`src/rtl/cpu_defs.sv`:
```
// Shared definitions for the instruction-fetch front end.
// Holds the redirect-select encodings, fetch exception codes, the address
// map constants of the instruction ROM, and a helper that classifies a
// fetch address as illegal.
package cpu_defs;

    // Redirect select as resolved in the decode stage
    typedef enum logic [1:0] {
        NPC_SEQ = 2'd0,
        NPC_BR  = 2'd1,
        NPC_J   = 2'd2,
        NPC_JR  = 2'd3
    } npc_sel_e;

    localparam logic [4:0]  EXC_NONE   = 5'd0;
    localparam logic [4:0]  EXC_ADEL   = 5'd4;

    localparam logic [31:0] PC_RESET   = 32'h0000_3000;
    localparam logic [31:0] EXC_VECTOR = 32'h0000_4180;
    localparam logic [31:0] IM_BASE    = 32'h0000_3000;
    localparam logic [31:0] IM_LIMIT   = 32'h0000_4FFC;

    // sll $0,$0,0 encodes as all zeros
    localparam logic [31:0] NOP        = 32'h0000_0000;

    // A fetch is illegal when misaligned or outside the ROM window
    function automatic logic fetch_addr_bad(input logic [31:0] pc);
        return (pc[1:0] != 2'b00) || (pc < IM_BASE) || (pc > IM_LIMIT);
    endfunction

endpackage

```
`src/rtl/npc_mux.sv`:
```
// Combinational next-PC selection for the fetch stage.
// Ports:
//   pc_f       current fetch address
//   stall      decode hazard stall (hold PC)
//   npc_sel    redirect select (seq / branch / j / jr)
//   br_target, j_target, jr_target   redirect targets
//   exc_entry  exception entry this cycle (highest priority)
//   eret       eret committing this cycle
//   epc        return address for eret
//   npc        next fetch address
//   fetch_err  current fetch address is misaligned or outside the ROM
module npc_mux
    import cpu_defs::*;
(
    input  logic [31:0] pc_f,
    input  logic        stall,
    input  logic [1:0]  npc_sel,
    input  logic [31:0] br_target,
    input  logic [31:0] j_target,
    input  logic [31:0] jr_target,
    input  logic        exc_entry,
    input  logic        eret,
    input  logic [31:0] epc,
    output logic [31:0] npc,
    output logic        fetch_err
);

    npc_sel_e    sel_s;
    logic [31:0] seq_pc_s;

    assign sel_s    = npc_sel_e'(npc_sel);
    // Sequential successor wraps naturally at 32 bits
    assign seq_pc_s = pc_f + 32'd4;

    // Next-PC priority: exception entry, eret, stall, then redirect select
    always_comb begin
        npc = seq_pc_s;
        if (exc_entry) begin
            npc = EXC_VECTOR;
        end else if (eret) begin
            npc = epc;
        end else if (stall) begin
            npc = pc_f;
        end else begin
            case (sel_s)
                NPC_BR:  npc = br_target;
                NPC_J:   npc = j_target;
                NPC_JR:  npc = jr_target;
                NPC_SEQ: npc = seq_pc_s;
                default: npc = seq_pc_s;
            endcase
        end
    end

    // Address error is evaluated on the address actually being fetched
    always_comb begin
        fetch_err = fetch_addr_bad(pc_f);
    end

endmodule

```
`src/rtl/if_stage_pc.sv`:
```
// Instruction-fetch stage front end of the 5-stage MIPS pipeline.
// Owns the fetch PC register, the IF/ID pipeline register and the count of
// valid instructions handed to decode.
// Ports:
//   clk, reset (sync, active-low)
//   stall, npc_sel, br_target, j_target, jr_target   redirect/stall controls
//   is_jump_D  instruction in D is a branch/jump (next capture is a delay slot)
//   exc_entry, eret, epc   CP0 control flow
//   instr_in   ROM word for PC_F
//   PC_F       fetch address to the ROM
//   IR_D, PC_D, PC8_D, exc_D, bd_D   IF/ID register contents
//   fetch_cnt  valid instructions delivered to D
module if_stage_pc
    import cpu_defs::*;
(
    input  logic        clk,
    input  logic        reset,
    input  logic        stall,
    input  logic [1:0]  npc_sel,
    input  logic [31:0] br_target,
    input  logic [31:0] j_target,
    input  logic [31:0] jr_target,
    input  logic        is_jump_D,
    input  logic        exc_entry,
    input  logic        eret,
    input  logic [31:0] epc,
    input  logic [31:0] instr_in,
    output logic [31:0] PC_F,
    output logic [31:0] IR_D,
    output logic [31:0] PC_D,
    output logic [31:0] PC8_D,
    output logic [4:0]  exc_D,
    output logic        bd_D,
    output logic [31:0] fetch_cnt
);

    logic [31:0] pc_f_r;
    logic [31:0] ir_d_r;
    logic [31:0] pc_d_r;
    logic [31:0] pc8_d_r;
    logic [4:0]  exc_d_r;
    logic        bd_d_r;
    logic [31:0] fetch_cnt_r;

    logic [31:0] npc_s;
    logic        fetch_err_s;
    logic [31:0] pc8_s;

    npc_mux u_npc_mux (
        .pc_f      (pc_f_r),
        .stall     (stall),
        .npc_sel   (npc_sel),
        .br_target (br_target),
        .j_target  (j_target),
        .jr_target (jr_target),
        .exc_entry (exc_entry),
        .eret      (eret),
        .epc       (epc),
        .npc       (npc_s),
        .fetch_err (fetch_err_s)
    );

    assign pc8_s = pc_f_r + 32'd8;

    // Fetch PC register; the mux already folds stall/redirect priority
    always_ff @(posedge clk) begin
        if (!reset) begin
            pc_f_r <= PC_RESET;
        end else begin
            pc_f_r <= npc_s;
        end
    end

    // IF/ID register and delivered-instruction counter
    always_ff @(posedge clk) begin
        if (!reset) begin
            ir_d_r      <= NOP;
            pc_d_r      <= 32'h0000_0000;
            pc8_d_r     <= 32'h0000_0000;
            exc_d_r     <= EXC_NONE;
            bd_d_r      <= 1'b0;
            fetch_cnt_r <= 32'h0000_0000;
        end else if (exc_entry || eret) begin
            // Bubble, but PC_D still carries a usable address for CP0
            ir_d_r      <= NOP;
            pc_d_r      <= pc_f_r;
            pc8_d_r     <= pc8_s;
            exc_d_r     <= EXC_NONE;
            bd_d_r      <= 1'b0;
            fetch_cnt_r <= fetch_cnt_r;
        end else if (stall) begin
            ir_d_r      <= ir_d_r;
            pc_d_r      <= pc_d_r;
            pc8_d_r     <= pc8_d_r;
            exc_d_r     <= exc_d_r;
            bd_d_r      <= bd_d_r;
            fetch_cnt_r <= fetch_cnt_r;
        end else if (fetch_err_s) begin
            // Bad fetch travels to D as a nop tagged AdEL; not counted
            ir_d_r      <= NOP;
            pc_d_r      <= pc_f_r;
            pc8_d_r     <= pc8_s;
            exc_d_r     <= EXC_ADEL;
            bd_d_r      <= is_jump_D;
            fetch_cnt_r <= fetch_cnt_r;
        end else begin
            ir_d_r      <= instr_in;
            pc_d_r      <= pc_f_r;
            pc8_d_r     <= pc8_s;
            exc_d_r     <= EXC_NONE;
            bd_d_r      <= is_jump_D;
            fetch_cnt_r <= fetch_cnt_r + 32'd1;
        end
    end

    assign PC_F      = pc_f_r;
    assign IR_D      = ir_d_r;
    assign PC_D      = pc_d_r;
    assign PC8_D     = pc8_d_r;
    assign exc_D     = exc_d_r;
    assign bd_D      = bd_d_r;
    assign fetch_cnt = fetch_cnt_r;

endmodule

```
`config.mk`:
```
export PLATFORM = sky130hd
export DESIGN_NAME = if_stage_pc
export DESIGN_NICKNAME = d
export VERILOG_FILES = /design/src/rtl/cpu_defs.sv /design/src/rtl/npc_mux.sv /design/src/rtl/if_stage_pc.sv
export SDC_FILE = /design/constraint.sdc
export NUM_CORES = 1
export LEC_CHECK = 0
export ABC_AREA = 1
export CORE_ASPECT_RATIO = 1.75
export CORE_MARGIN = 2
export CORE_UTILIZATION = 25
export DETAILED_ROUTE_END_ITERATION = 8
export PLACE_DENSITY = 0.5
export SYNTH_ARGS = -nofsm -noshare
export SYNTH_HDL_FRONTEND = slang
export SYNTH_SLANG_ARGS = --single-unit
```
`constraint.sdc`:
```
create_clock -name clk -period 1.8 [get_ports clk]
set_clock_uncertainty 0.05 [all_clocks]
set_input_delay 0.36 -clock clk [delete_from_list [all_inputs] [get_ports clk]]
set_output_delay 0.36 -clock clk [all_outputs]
set_load 0.05 [all_outputs]
```
==> PnR_summary.wiki <==
{| class="wikitable"
! Metric !! Value
|-
| Status || finished clean
|-
| Fin crit share || 99.2%
|-
| Antenna Nets Post-Route || 0
|-
| Relative contribution of combinational cells to total power || 22.7%
|-
| Std cell rows || 93
|-
| WL/cell || 17.4 µm
|-
| Synthesis warning total || 0
|-
| Count of clock tree sinks || 159
|-
| Type of destination of the critical path || register
|-
| R2r endpoint || fetch_cnt[24]$_SDFFE_PN0P_
|-
| Weighted congestion reported at the end of routability-driven placement || 0.918
|-
| Clock tree from TritonCTS || built
|-
| Unrepaired setup endpoints after global routing || yes
|-
| Register bit total from synthesis || 159
|-
| Path class of the lowest-slack min-delay path || in2reg
|-
| Power per Cell Area || 622 mW/mm²
|-
| Final cell count without fillers || 2471
|-
| Cell count after synthesis || 1491
|-
| Required arrival time at the worst endpoint || 2.13 ns
|-
| # Max-Cap Violations || 0
|-
| Share of flip-flops with an asynchronous set or reset || 0%
|-
| Pin count of the biggest net entering global routing || 78
|-
| Sw Ratio || 30.8%
|-
| Filler Cell Count || 3905
|-
| CP Max Fanout || 5
|-
| Min cycle time layout || 1.79 ns
|-
| Final HPWL from detailed placement || 34900 µm
|-
| Pint || 6.74 mW
|-
| Final-stage net count || 2155
|-
| Worst path slowest cell || dfxtp_2
|-
| Flop pwr share || 38.2%
|-
| Vertical die dimension || 259 µm
|-
| DRC violation count after routing || 0
|-
| Post-Syn Area || 0.00931 mm²
|-
| Worst Hold Path EP || fetch_cnt[19]$_SDFFE_PN0P_
|-
| H-tree lvl count || 4
|-
| Placed Cells incl. Taps || 2425
|-
| Number of antenna violations at the first check in global routing || 0
|-
| Routed WL || 42900 µm
|-
| Final number of hold-violating endpoints || 0
|-
| Input/output buffers || 329
|-
| VDD IR-drop max || 0.448 mV
|-
| Source-to-sink clock delay at the later pin of the worst-skew pair || 0.45 ns
|-
| EDFF count, synth || 0
|-
| Vias in the first global route || 11142
|-
| Detailed-router iteration count before antenna repair || 5
|-
| CP peak stage delay || 0.34 ns
|-
| DRC marker count from the first detailed-route iteration || 519
|-
| First-pass GRT wire length || 64100 µm
|-
| Depth of the most critical reg-to-reg path || 11
|-
| Share of final-layout standard cells stronger than drive strength 1 || 30.5%
|-
| Most used flip-flop cell after synthesis || dfxtp_1
|-
| Multi-input gate area || 0.00564 mm²
|-
| Startpoint of the most critical hold path || reset
|-
| CP Class || reg2reg
|-
| Data arrival, critical path || 2.11 ns
|-
| Remaining global-route overflow || 0
|-
| Starting Density || 25.3%
|-
| Average cell area after synthesis || 6.25 µm²
|-
| Root buffer selected by CTS || clkbuf_16
|-
| Global router's overall resource usage || 21.8%
|-
| Area of the core region || 0.0368 mm²
|-
| Clk buf depth || 2
|-
| Area Growth Syn to Fin || 68.1%
|-
| Cell count of the worst hold path || 4
|-
| Count of distinct cell types in the synthesized netlist || 45
|-
| Clock power frac || 39.1%
|-
| Peak clock frequency supported by timing || 0.560 GHz
|-
| Lkg Pwr || 6.82 nW
|-
| Worst reg2reg path startpoint || PC_F[1]$_SDFFE_PP0P_
|-
| Total negative setup slack || 0 ns
|-
| CP startpoint kind || register
|-
| Ports || 334
|-
| N_diodes || 0
|-
| Fraction of the yosys area taken by sequential cells || 34.2%
|-
| Cell-by-cell listing of the critical path || nor2_4, buf_6, buf_6, and2_4, nand2_2, nor2_4, nand2_4, a21oi_4, clkbuf_16, nand4_1, a21oi_1
|-
| Total setup violations reported at the end of the flow || 0
|-
| Switching power summed over all nets || 3.00 mW
|-
| Total CTS buffers || 17
|-
| Die Span X || 150 µm
|-
| Clock-pin slew on the worst setup and hold paths || 0.07 ns
|-
| Via count of the routed design || 11414
|-
| Vias per cell || 4.62
|-
| Number of slew-limit violations in the final report || 0
|-
| R2R setup slack || 0.01 ns
|-
| Die area || 0.0389 mm²
|-
| FF+latch area || 0.00327 mm²
|}
[worst max-delay path: cells and delay by family (launching register included)]
kind / cells / cell delay [ns]
AO/OA/AOI/OAI: 2 / 0.37
buffers and inverters: 3 / 0.42
flip-flops: 1 / 0.34
AND/OR/NAND/NOR: 6 / 0.55
[power by group through the flow]
stage / Sequential, mW / Clock [mW] / Combinational [mW]
detailed placement: 3.80 / 0 / 2.11
finish: 3.72 / 3.80 / 2.21
CTS: 3.72 / 3.93 / 2.15
global placement: 3.80 / 0 / 2.11
floorplan: 4.12 / 0 / 0.675
global route: 3.73 / 4.05 / 2.37
[how the worst max path moves through the flow]
stage | from | end | depth (start not counted)
floorplan | PC_F[19]$_SDFFE_PP0P_ | PC8_D[21]$_SDFFE_PN0P_ | 10
global placement | npc_sel[0] | PC_F[8]$_SDFFE_PN0P_ | 7
detailed placement | stall | IR_D[26]$_SDFFE_PP0N_ | 9
CTS | PC_F[1]$_SDFFE_PP0P_ | fetch_cnt[22]$_SDFFE_PN0P_ | 11
global route | PC_F[1]$_SDFFE_PP0P_ | fetch_cnt[18]$_SDFFE_PN0P_ | 11
finish | PC_F[1]$_SDFFE_PP0P_ | fetch_cnt[24]$_SDFFE_PN0P_ | 11
[synth_stat cells, drive strengths merged (12+ instances only)]
| cell | instances | area share, % |
|---|---|---|
| clkbuf | 33 | 1.3 |
| buf | 43 | 2.8 |
| dfxtp | 159 | 34 |
| nor2 | 206 | 9.6 |
| nand4 | 27 | 2.1 |
| a31oi | 12 | 0.81 |
| nand3 | 104 | 5.7 |
| o21ai | 116 | 6.2 |
| inv | 158 | 6.4 |
| nand2 | 450 | 19 |
| nor3 | 17 | 1.3 |
| a21oi | 105 | 5.7 |
| o211ai | 16 | 1.3 |
[layout make-up]
cell class / instances / share of cell area [%]
clock inverters: 13 / 0.967
inverters: 159 / 3.84
repair buffers: 547 / 31.6
clock buffers: 18 / 2.88
flip-flops and latches: 159 / 20.9
multi-input cells: 1100 / 36.0
well taps: 475 / 3.80
[flip-flops by register name, indices dropped and copies added, names as in the netlist]
| register | flops |
|---|---|
| bd_D | 1 |
| PC_D | 32 |
| PC8_D | 29 |
| PC_F | 32 |
| exc_D | 1 |
| IR_D | 32 |
| fetch_cnt | 32 |
[stage by stage]
step | utilization [%] | area, µm² | hold slack, ns | worst slack, ns | power, mW
floorplan | - | 9380 | 0.450 | 0.000446 | 4.80
global placement | 39.1 | 14400 | 0.403 | -0.383 | 5.91
detailed placement | 39.1 | 14400 | 0.407 | -0.419 | 5.91
CTS | 41.3 | 15200 | 0.356 | -0.0596 | 9.80
global route | 42.6 | 15700 | 0.369 | -0.0777 | 10.2
finish | 42.6 | 15700 | 0.356 | 0.0147 | 9.74
[layer usage]
metal,up-vias,wire [µm],part of all wire [%],GRT usage (%)
met5,-,0,0,0
met4,0,1650,3.8,9.15
met3,71,1900,4.4,2.97
met2,334,23600,55,41.8
met1,5212,15800,37,23.3
li1,5797,-,-,-
[logic make-up after synthesis]
kind of cell / Yosys count / share of synthesized area, %
and+or+nand+nor: 822 / 38.7
AOI/OAI and AO/OA: 265 / 15.6
buffers and inverters: 235 / 10.6
DFF: 159 / 34.2
xor gates and xnor gates: 6 / 0.564
adders and majority gates: 3 / 0.403
other: 1 / 0.0403
[timing repair]
item	CTS	global route
hold buffers	0	0
setup buffers	4	11
gates resized for setup	49	111
cloned	0	1
pin swaps	13	40
endpoints found under the setup margin	92	102
[cell usage in the layout, fill, tap and decap left out, types with 3 or more instances in the layout]
cell / Yosys / layout
nand3_1: 102 / 89
nand3_2: 2 / 12
o21ai_0: 112 / 105
a21oi_2: 2 / 10
nor2_4: 7 / 29
a21oi_1: 103 / 94
dfxtp_1: 159 / 121
inv_2: 14 / 18
buf_4: 12 / 337
nand3b_1: 8 / 8
buf_12: 0 / 29
clkinvlp_4: 0 / 3
nand2_4: 3 / 7
a221o_1: 8 / 8
inv_1: 144 / 139
o211ai_1: 16 / 16
o21ai_1: 4 / 10
nand2_1: 439 / 418
nand2_2: 8 / 24
nor2_1: 181 / 150
nor3_1: 12 / 8
dfxtp_4: 0 / 15
nor3_4: 2 / 3
or2_2: 6 / 6
xor2_1: 6 / 6
inv_6: 0 / 6
nor3_2: 3 / 6
nor2_2: 16 / 25
nand4_1: 24 / 24
a31oi_1: 12 / 11
conb_1: 1 / 4
clkbuf_16: 0 / 19
buf_6: 3 / 12
dfxtp_2: 0 / 23
nand3_4: 0 / 3
clkdlybuf4s50_1: 0 / 164
No activity file was read; power rests on OpenSTA's default activity.
